[src/rtl/fpu_pkg.sv]
// Shared types for the FP pipeline tracking stages: fop codes, stage record, div/sqrt FSM state.
package fpu_pkg;

   typedef logic [2:0] fop_t;

   localparam fop_t FOP_ADD  = 3'b000;
   localparam fop_t FOP_SUB  = 3'b001;
   localparam fop_t FOP_MUL  = 3'b010;
   localparam fop_t FOP_DIV  = 3'b100;
   localparam fop_t FOP_SQRT = 3'b110;

   typedef struct packed {
      logic       w;
      logic [4:0] n;
      fop_t       c;
   } stage_t;

   localparam stage_t BUBBLE = '{w: 1'b0, n: 5'd0, c: 3'b000};

   typedef enum logic {IDLE, BUSY} ds_state_t;

   // Any fop with bit 2 set (10x div, 11x sqrt) needs the iterative unit.
   function automatic logic is_div_sqrt(input stage_t s);
      return s.w & s.c[2];
   endfunction

endpackage

[src/rtl/fpu_stage_reg.sv]
// One FP pipeline stage record; clear wins over load, otherwise the stage holds.
module fpu_stage_reg
   import fpu_pkg::*;
(
   input  logic   clk,
   input  logic   clear,
   input  logic   load,
   input  stage_t d,
   output stage_t q
);

   always_ff @(posedge clk) begin
      if (clear)
         q <= BUBBLE;
      else if (load)
         q <= d;
   end

endmodule

[src/rtl/fpu_pipe_ctrl.sv]
// FP writeback tracking through E1-E3 with multi-cycle fdiv/fsqrt occupancy of E1.
// Optional stall perf counter enabled by defining FPU_PERF_CNT_EN.
module fpu_pipe_ctrl
   import fpu_pkg::*;
#(
   parameter int DIV_LAT  = 16,
   parameter int SQRT_LAT = 16,
   parameter int CNT_W    = 5
)(
   input  logic             clk,
   input  logic             rst,
   input  logic [2:0]       fc,
   input  logic             wf,
   input  logic [4:0]       fd,
   output logic             e1w,
   output logic             e2w,
   output logic             e3w,
   output logic [4:0]       e1n,
   output logic [4:0]       e2n,
   output logic [4:0]       e3n,
   output logic [2:0]       e1c,
   output logic [2:0]       e2c,
   output logic [2:0]       e3c,
   output logic             stall_div_sqrt,
   output logic             ds_start,
   output logic [CNT_W-1:0] ds_cnt,
   output logic [31:0]      ds_stall_cnt
);

   localparam logic [CNT_W-1:0] DIV_INIT  = CNT_W'(DIV_LAT - 2);
   localparam logic [CNT_W-1:0] SQRT_INIT = CNT_W'(SQRT_LAT - 2);

   stage_t           id_s, e1_s, e2_s, e3_s;
   ds_state_t        state;
   logic [CNT_W-1:0] cnt;
   logic             e1_ds;
   logic [CNT_W-1:0] lat_init;

   assign id_s     = '{w: wf, n: fd, c: fc};
   assign e1_ds    = is_div_sqrt(e1_s);
   assign lat_init = e1_s.c[1] ? SQRT_INIT : DIV_INIT;

   // Stall depends only on state registers, never on the ID inputs.
   always_comb begin
      ds_start       = (state == IDLE) && e1_ds;
      stall_div_sqrt = ds_start || ((state == BUSY) && (cnt != '0));
   end

   // While stalled E1 holds the div/sqrt, E2 gets bubbles and E3 keeps draining.
   fpu_stage_reg u_e1 (.clk(clk), .clear(rst), .load(!stall_div_sqrt), .d(id_s), .q(e1_s));
   fpu_stage_reg u_e2 (.clk(clk), .clear(rst || stall_div_sqrt), .load(1'b1), .d(e1_s), .q(e2_s));
   fpu_stage_reg u_e3 (.clk(clk), .clear(rst), .load(1'b1), .d(e2_s), .q(e3_s));

   always_ff @(posedge clk) begin
      if (rst) begin
         state <= IDLE;
         cnt   <= '0;
      end else begin
         case (state)
            IDLE: begin
               if (e1_ds) begin
                  cnt   <= lat_init;
                  state <= BUSY;
               end
            end
            BUSY: begin
               if (cnt != '0)
                  cnt <= cnt - 1'b1;
               else
                  state <= IDLE;
            end
            default: state <= IDLE;
         endcase
      end
   end

`ifdef FPU_PERF_CNT_EN
   logic [31:0] perf_q;

   always_ff @(posedge clk) begin
      if (rst)
         perf_q <= '0;
      else if (stall_div_sqrt)
         perf_q <= perf_q + 32'd1;
   end

   assign ds_stall_cnt = perf_q;
`else
   assign ds_stall_cnt = '0;
`endif

   assign ds_cnt = cnt;
   assign e1w    = e1_s.w;
   assign e1n    = e1_s.n;
   assign e1c    = e1_s.c;
   assign e2w    = e2_s.w;
   assign e2n    = e2_s.n;
   assign e2c    = e2_s.c;
   assign e3w    = e3_s.w;
   assign e3n    = e3_s.n;
   assign e3c    = e3_s.c;

endmodule

[config.mk]
export PLATFORM = sky130hd
export DESIGN_NAME = fpu_pipe_ctrl
export DESIGN_NICKNAME = d
export VERILOG_FILES = /design/src/rtl/fpu_pkg.sv /design/src/rtl/fpu_stage_reg.sv /design/src/rtl/fpu_pipe_ctrl.sv
export SDC_FILE = /design/constraint.sdc
export NUM_CORES = 1
export LEC_CHECK = 0
export BUFFER_PORTS_ARGS = -buffer_cell sky130_fd_sc_hd__buf_2
export CAP_MARGIN = 20
export CORE_ASPECT_RATIO = 0.75
export CORE_UTILIZATION = 46
export CTS_BUF_LIST = sky130_fd_sc_hd__clkbuf_4
export DETAILED_ROUTE_END_ITERATION = 6
export PLACE_DENSITY = 0.93
export SLEW_MARGIN = 10
export SYNTH_ARGS = -nofsm -noshare
export SYNTH_HDL_FRONTEND = slang
export SYNTH_SLANG_ARGS = --single-unit
[constraint.sdc]
create_clock -name clk -period 2.4 [get_ports clk]
set_input_delay 0.36 -clock clk [delete_from_list [all_inputs] [get_ports clk]]
set_output_delay 0.36 -clock clk [all_outputs]
set_load 0.03 [all_outputs]
After elaboration in Yosys (flattened, before gate mapping)
Index checks and enable logic that the tools add are counted.
{ "totals": {"ff_bits": 33, "output_inout_bits": 66, "word_cells": 28} }
{ "op_classes": {"n_addsub": 1, "n_eq_ne": 2, "n_mux": 6, "bitwise": 2, "reduce_logical": 6} }
{ "ops": {"columns": ["op", "count"], "rows": [
  ["two-way mux 5 bit", 2],
  ["case mux 5 bit (2 select lines)", 1],
  ["nonzero test 5 bit", 1],
  ["subtractor 5 x 1 -> 5 bit, second input constant", 1],
  ["logical AND 1 bit", 2],
  ["logical OR 1 bit", 2],
  ["two-way mux 1 bit", 2],
  ["inequality test 2 x 1 -> 1 bit, second input constant", 1],
  ["inequality test 2 bit, second input constant", 1],
  ["case mux 1 bit (2 select lines)", 1],
  ["AND reduction 2 bit", 1],
  ["AND 1 bit", 1],
  ["inverter 1 bit", 1]
]} }

Longest topological paths before layout
{ "depth": {"depth_word": 4, "depth_mapped": 6} }

Hierarchy
A second synthesis with hierarchy kept.
{ "unflattened": {"cells_unflattened": 153, "area_unflattened_um2": 1495.2} }
{ "by_module_without_submodules": {"columns": ["module", "n_inst", "cells_per_inst", "area_per_inst_um2", "seq_area_each_um2"], "rows": [
  ["fpu_stage_reg", 3, 29, 319.1, 180.2],
  ["fpu_pipe_ctrl", 1, 66, 538.0, 120.1]
]} }

Least setup slack after synthesis
OpenSTA, ideal clock, no wires.
{ "synth_timing": {"path_kind": "register to output", "startpoint": "reg cnt[0] (netlist: ds_cnt[0])", "endpoint": "out stall_div_sqrt", "arrival_ns": 1.736, "required_time_ns": 2.040, "slack_ns": 0.304, "stages_incl_launch_ff": 7, "n_path_buf": 1, "path_cell_list": "dfxtp_1 > inv_1 > ha_1 > or4b_4 > a21oi_4 > buf_12 > inv_1"} }
{ "synth_via": {"elab_chain_len": 3} }
{ "synth_lines": {"columns": ["item", "line_no", "text"], "rows": [
  ["start: declaration", "fpu_pipe_ctrl.sv:35", "logic [CNT_W-1:0] cnt;"],
  ["start signal: assignment", "fpu_pipe_ctrl.sv:62", "cnt <= lat_init;"],
  ["start signal: assignment", "fpu_pipe_ctrl.sv:68", "cnt <= cnt - 1'b1;"],
  ["nonzero test 5 bit", "fpu_pipe_ctrl.sv:46", "stall_div_sqrt = ds_start || ((state == BUSY) && (cnt != '0));"],
  ["logical AND 1 bit", "fpu_pipe_ctrl.sv:46", null],
  ["logical OR 1 bit", "fpu_pipe_ctrl.sv:46", null],
  ["end: declaration", "fpu_pipe_ctrl.sv:24", "output logic stall_div_sqrt,"]
]} }
Every way passes these cells.

Worst setup path after layout
Ends and elaborated chain as after synthesis.

==> results.toml <==
[global_routing]
grt_use_met1_pct = 16.7
grt_pass1_wl_mm = 3.32
grt_use_met2_pct = 20.7
grt_max_degree = 37
grt_antenna_before_repair = 0
track_usage_pct = 14.1
met3_usage_pct = 5.45
overflow = 0
busiest_layer = "met2"
grt_pass1_vias = 724

[route]
vias = 936
drcViolationCount = 0
firstDrtPassIters = 4
viasPerCell = 4.14
first_iter_violations = 33
antenna_left = 0
wl_per_cell_um = 9.92
wl_mm = 2.24

[placed_design]
place_congestion = 0.762
dp_hpwl_mm = 1.63
portBuffers = 44
dpl_cell_area_um2 = 1560

[timing]
report.final.hold_viol_count = 0
post-route-period-util_pct = 92.7
timing.final.crit_period_ns = 2.22
setup_violations = 0
final.setup.tns_ns = 0
fmax_mhz = 450
worstMarginPinSlew_ns = 0.531
finalClockSkew_ns = 0.00476
slew_headroom_pct = 64.6
rsz0062_at_grt = "false"
slew_viol_final = 0

[power_and_ir_drop]
fin_total_pwr_uw = 1200
power.leakage_uw = 0.000868
internal-power_uw = 852
power_frac_comb_pct = 17.6
pwr_density_cell_nw_per_um2 = 733
switching_share_pct = 29.1
p_sw_uw = 349
p_seq_share_pct = 49.0
ir_drop_uv = 316
pwr-share-clk_pct = 33.4

[synthesis]
synth-edff-count = 0
yosysWarnings = 0
synthArstFlopShare_pct = 0
ys.flop_type = "dfxtp_1"
synth_cell_type_count = 28
syn-cell-area_um2 = 1460
synthCells = 143
syn_area_per_cell_um2 = 10.2
ys_seq_area_share_pct = 45.4
ys_seq_elements = 33

[hold_path]
hold_path.class = "primary input to flip-flop"
hold_start = "fd[4]"

[cts]
clock_latency_ns = 0.32
cts_setup_buffers = 0
clk_pin_slew_worst_paths_ns = 0.09
cts_hold_buf = 0
clock-root-buffer = "clkbuf_4"
htree_num_levels = 2
cts_resized = 0
cts.sinks = 33
ctsLongestPathBuffers = 2
cts-buffers-inserted = 5
cts_tree = "yes"

[floorplan]
die_w_um = 66.9
top_level_ports = 77
start_util_pct = 48.9
die_height_um = 50.7
dieArea_um2 = 3390
core-area_um2 = 2980
rows = 17

[setup_path]
cp_common_cell = "inv_1"
end_kind = "primary output"
cp_data_required_time_ns = 2.04
critPathArrivalTime_ns = 1.86
path_class = "flip-flop to primary output"
critPathLaunch = "ds_cnt[0]"
path_cells = "inv_1 -> ha_1 -> or4b_4 -> a21oi_4 -> inv_1 -> buf_2"
path_max_fanout = 5
crit_path_max_incr_delay_ns = 0.54
r2r_start = "ds_cnt[0]"
startpoint_type = "flip-flop"
slowest_stage = "or4b_4"

[cells_and_area]
design_area_um2 = 1640
nNetsFinal = 199
final_layout_size_suffix_gt1_share_pct = 29.3
syn_to_final_growth_pct = 12.7
n_antenna_cell = 0
final_core_util_pct = 55.1
fill_cells = 287
final_cell_mix = "buf_2 (44), dfxtp_1 (33), conb_1 (32), nand2b_1 (18), nor2b_1 (10)"
layout_commonest_cell = "buf_2"

[status]
outcome = "complete, no violations"

[job]
drv_cap = 0
-- Yosys cell counts, drive strengths merged, types with 2 or more instances --
cell type,count,share of area [%]
inv,4,1.0
buf,35,19
nor2b,10,4.3
a211oi,2,1.9
clkbuf,4,1.0
mux2i,9,6.2
nor2,3,0.77
nor3,2,0.69
and2,9,3.9
dfxtp,33,45
nand2b,18,7.7
-- state kept, by name (all words and copies together) (netlist names) --
| signal | flops |
|---|---|
| state | 1 |
| u_e3.q | 9 |
| u_e2.q | 9 |
| ds_cnt | 5 |
| u_e1.q | 9 |
-- critical path, delay by kind of cell, from the launching register on --
kind | cells | cell delay, ns
DFF | 1 | 0.34
and+or+nand+nor | 1 | 0.54
adders and majority gates | 1 | 0.18
AOI/OAI and AO/OA | 1 | 0.18
buffers and inverters | 3 | 0.31
-- final timing paths --
kind | end | slack, ns | cells after the start
max | stall_div_sqrt | 0.18 | 6
max reg2reg | ds_cnt[3] | 0.56 | 6
min reg2reg | u_e3.q[8] | 0.46 | 1
min | u_e1.q[7] | 0.28 | 3
-- stage by stage --
| stage | worst slack [ns] | hold slack (ns) | instances |
|---|---|---|---|
| after floorplan | 0.304 | 0.515 | 174 |
| final | 0.176 | 0.282 | 226 |
| after global routing | 0.0809 | 0.275 | 226 |
| after detailed placement | 0.511 | 0.450 | 218 |
| after CTS | 0.148 | 0.269 | 226 |
| after global placement | 0.586 | 0.445 | 218 |
-- per-layer routing --
layer / vias up / wire [µm]
li1: 483 / -
met3: 5 / 199
met4: 0 / 48
met5: - / 0
met1: 407 / 968
met2: 41 / 1030
-- layout make-up --
| cell class | instances | area (µm²) | share of cell area (%) |
|---|---|---|---|
| Clock buffer | 6 | 45.0 | 2.75 |
| Clock inverter | 2 | 33.8 | 2.06 |
| Inverter | 4 | 15.0 | 0.915 |
| Multi-Input combinational cell | 98 | 611 | 37.2 |
| Sequential cell | 33 | 661 | 40.3 |
| Tap cell | 38 | 47.5 | 2.90 |
| Timing Repair Buffer | 45 | 228 | 13.9 |
-- power by group through the flow --
| stage | clock network [µW] | registers [µW] | logic (µW) |
|---|---|---|---|
| floorplan | 0 | 647 | 166 |
| global placement | 0 | 601 | 210 |
| detailed placement | 0 | 602 | 212 |
| CTS | 414 | 589 | 212 |
| global route | 436 | 593 | 226 |
| finish | 402 | 589 | 211 |
-- cells by family (layout without fill, tap and decap cells) --
family                   Yosys count  count (layout)  share of synthesized area (%)
buffers and inverters             43              57                           20.6
multiplexers                       9               9                           6.19
AO/OA/AOI/OAI                      8               8                           6.02
AND/OR/NAND/NOR                   48              48                           20.6
other                              1              32                          0.258
flip-flops                        33              33                           45.4
adder cells (fa/ha/maj)            1               1                          0.860
(Power assumes the default switching activity.)
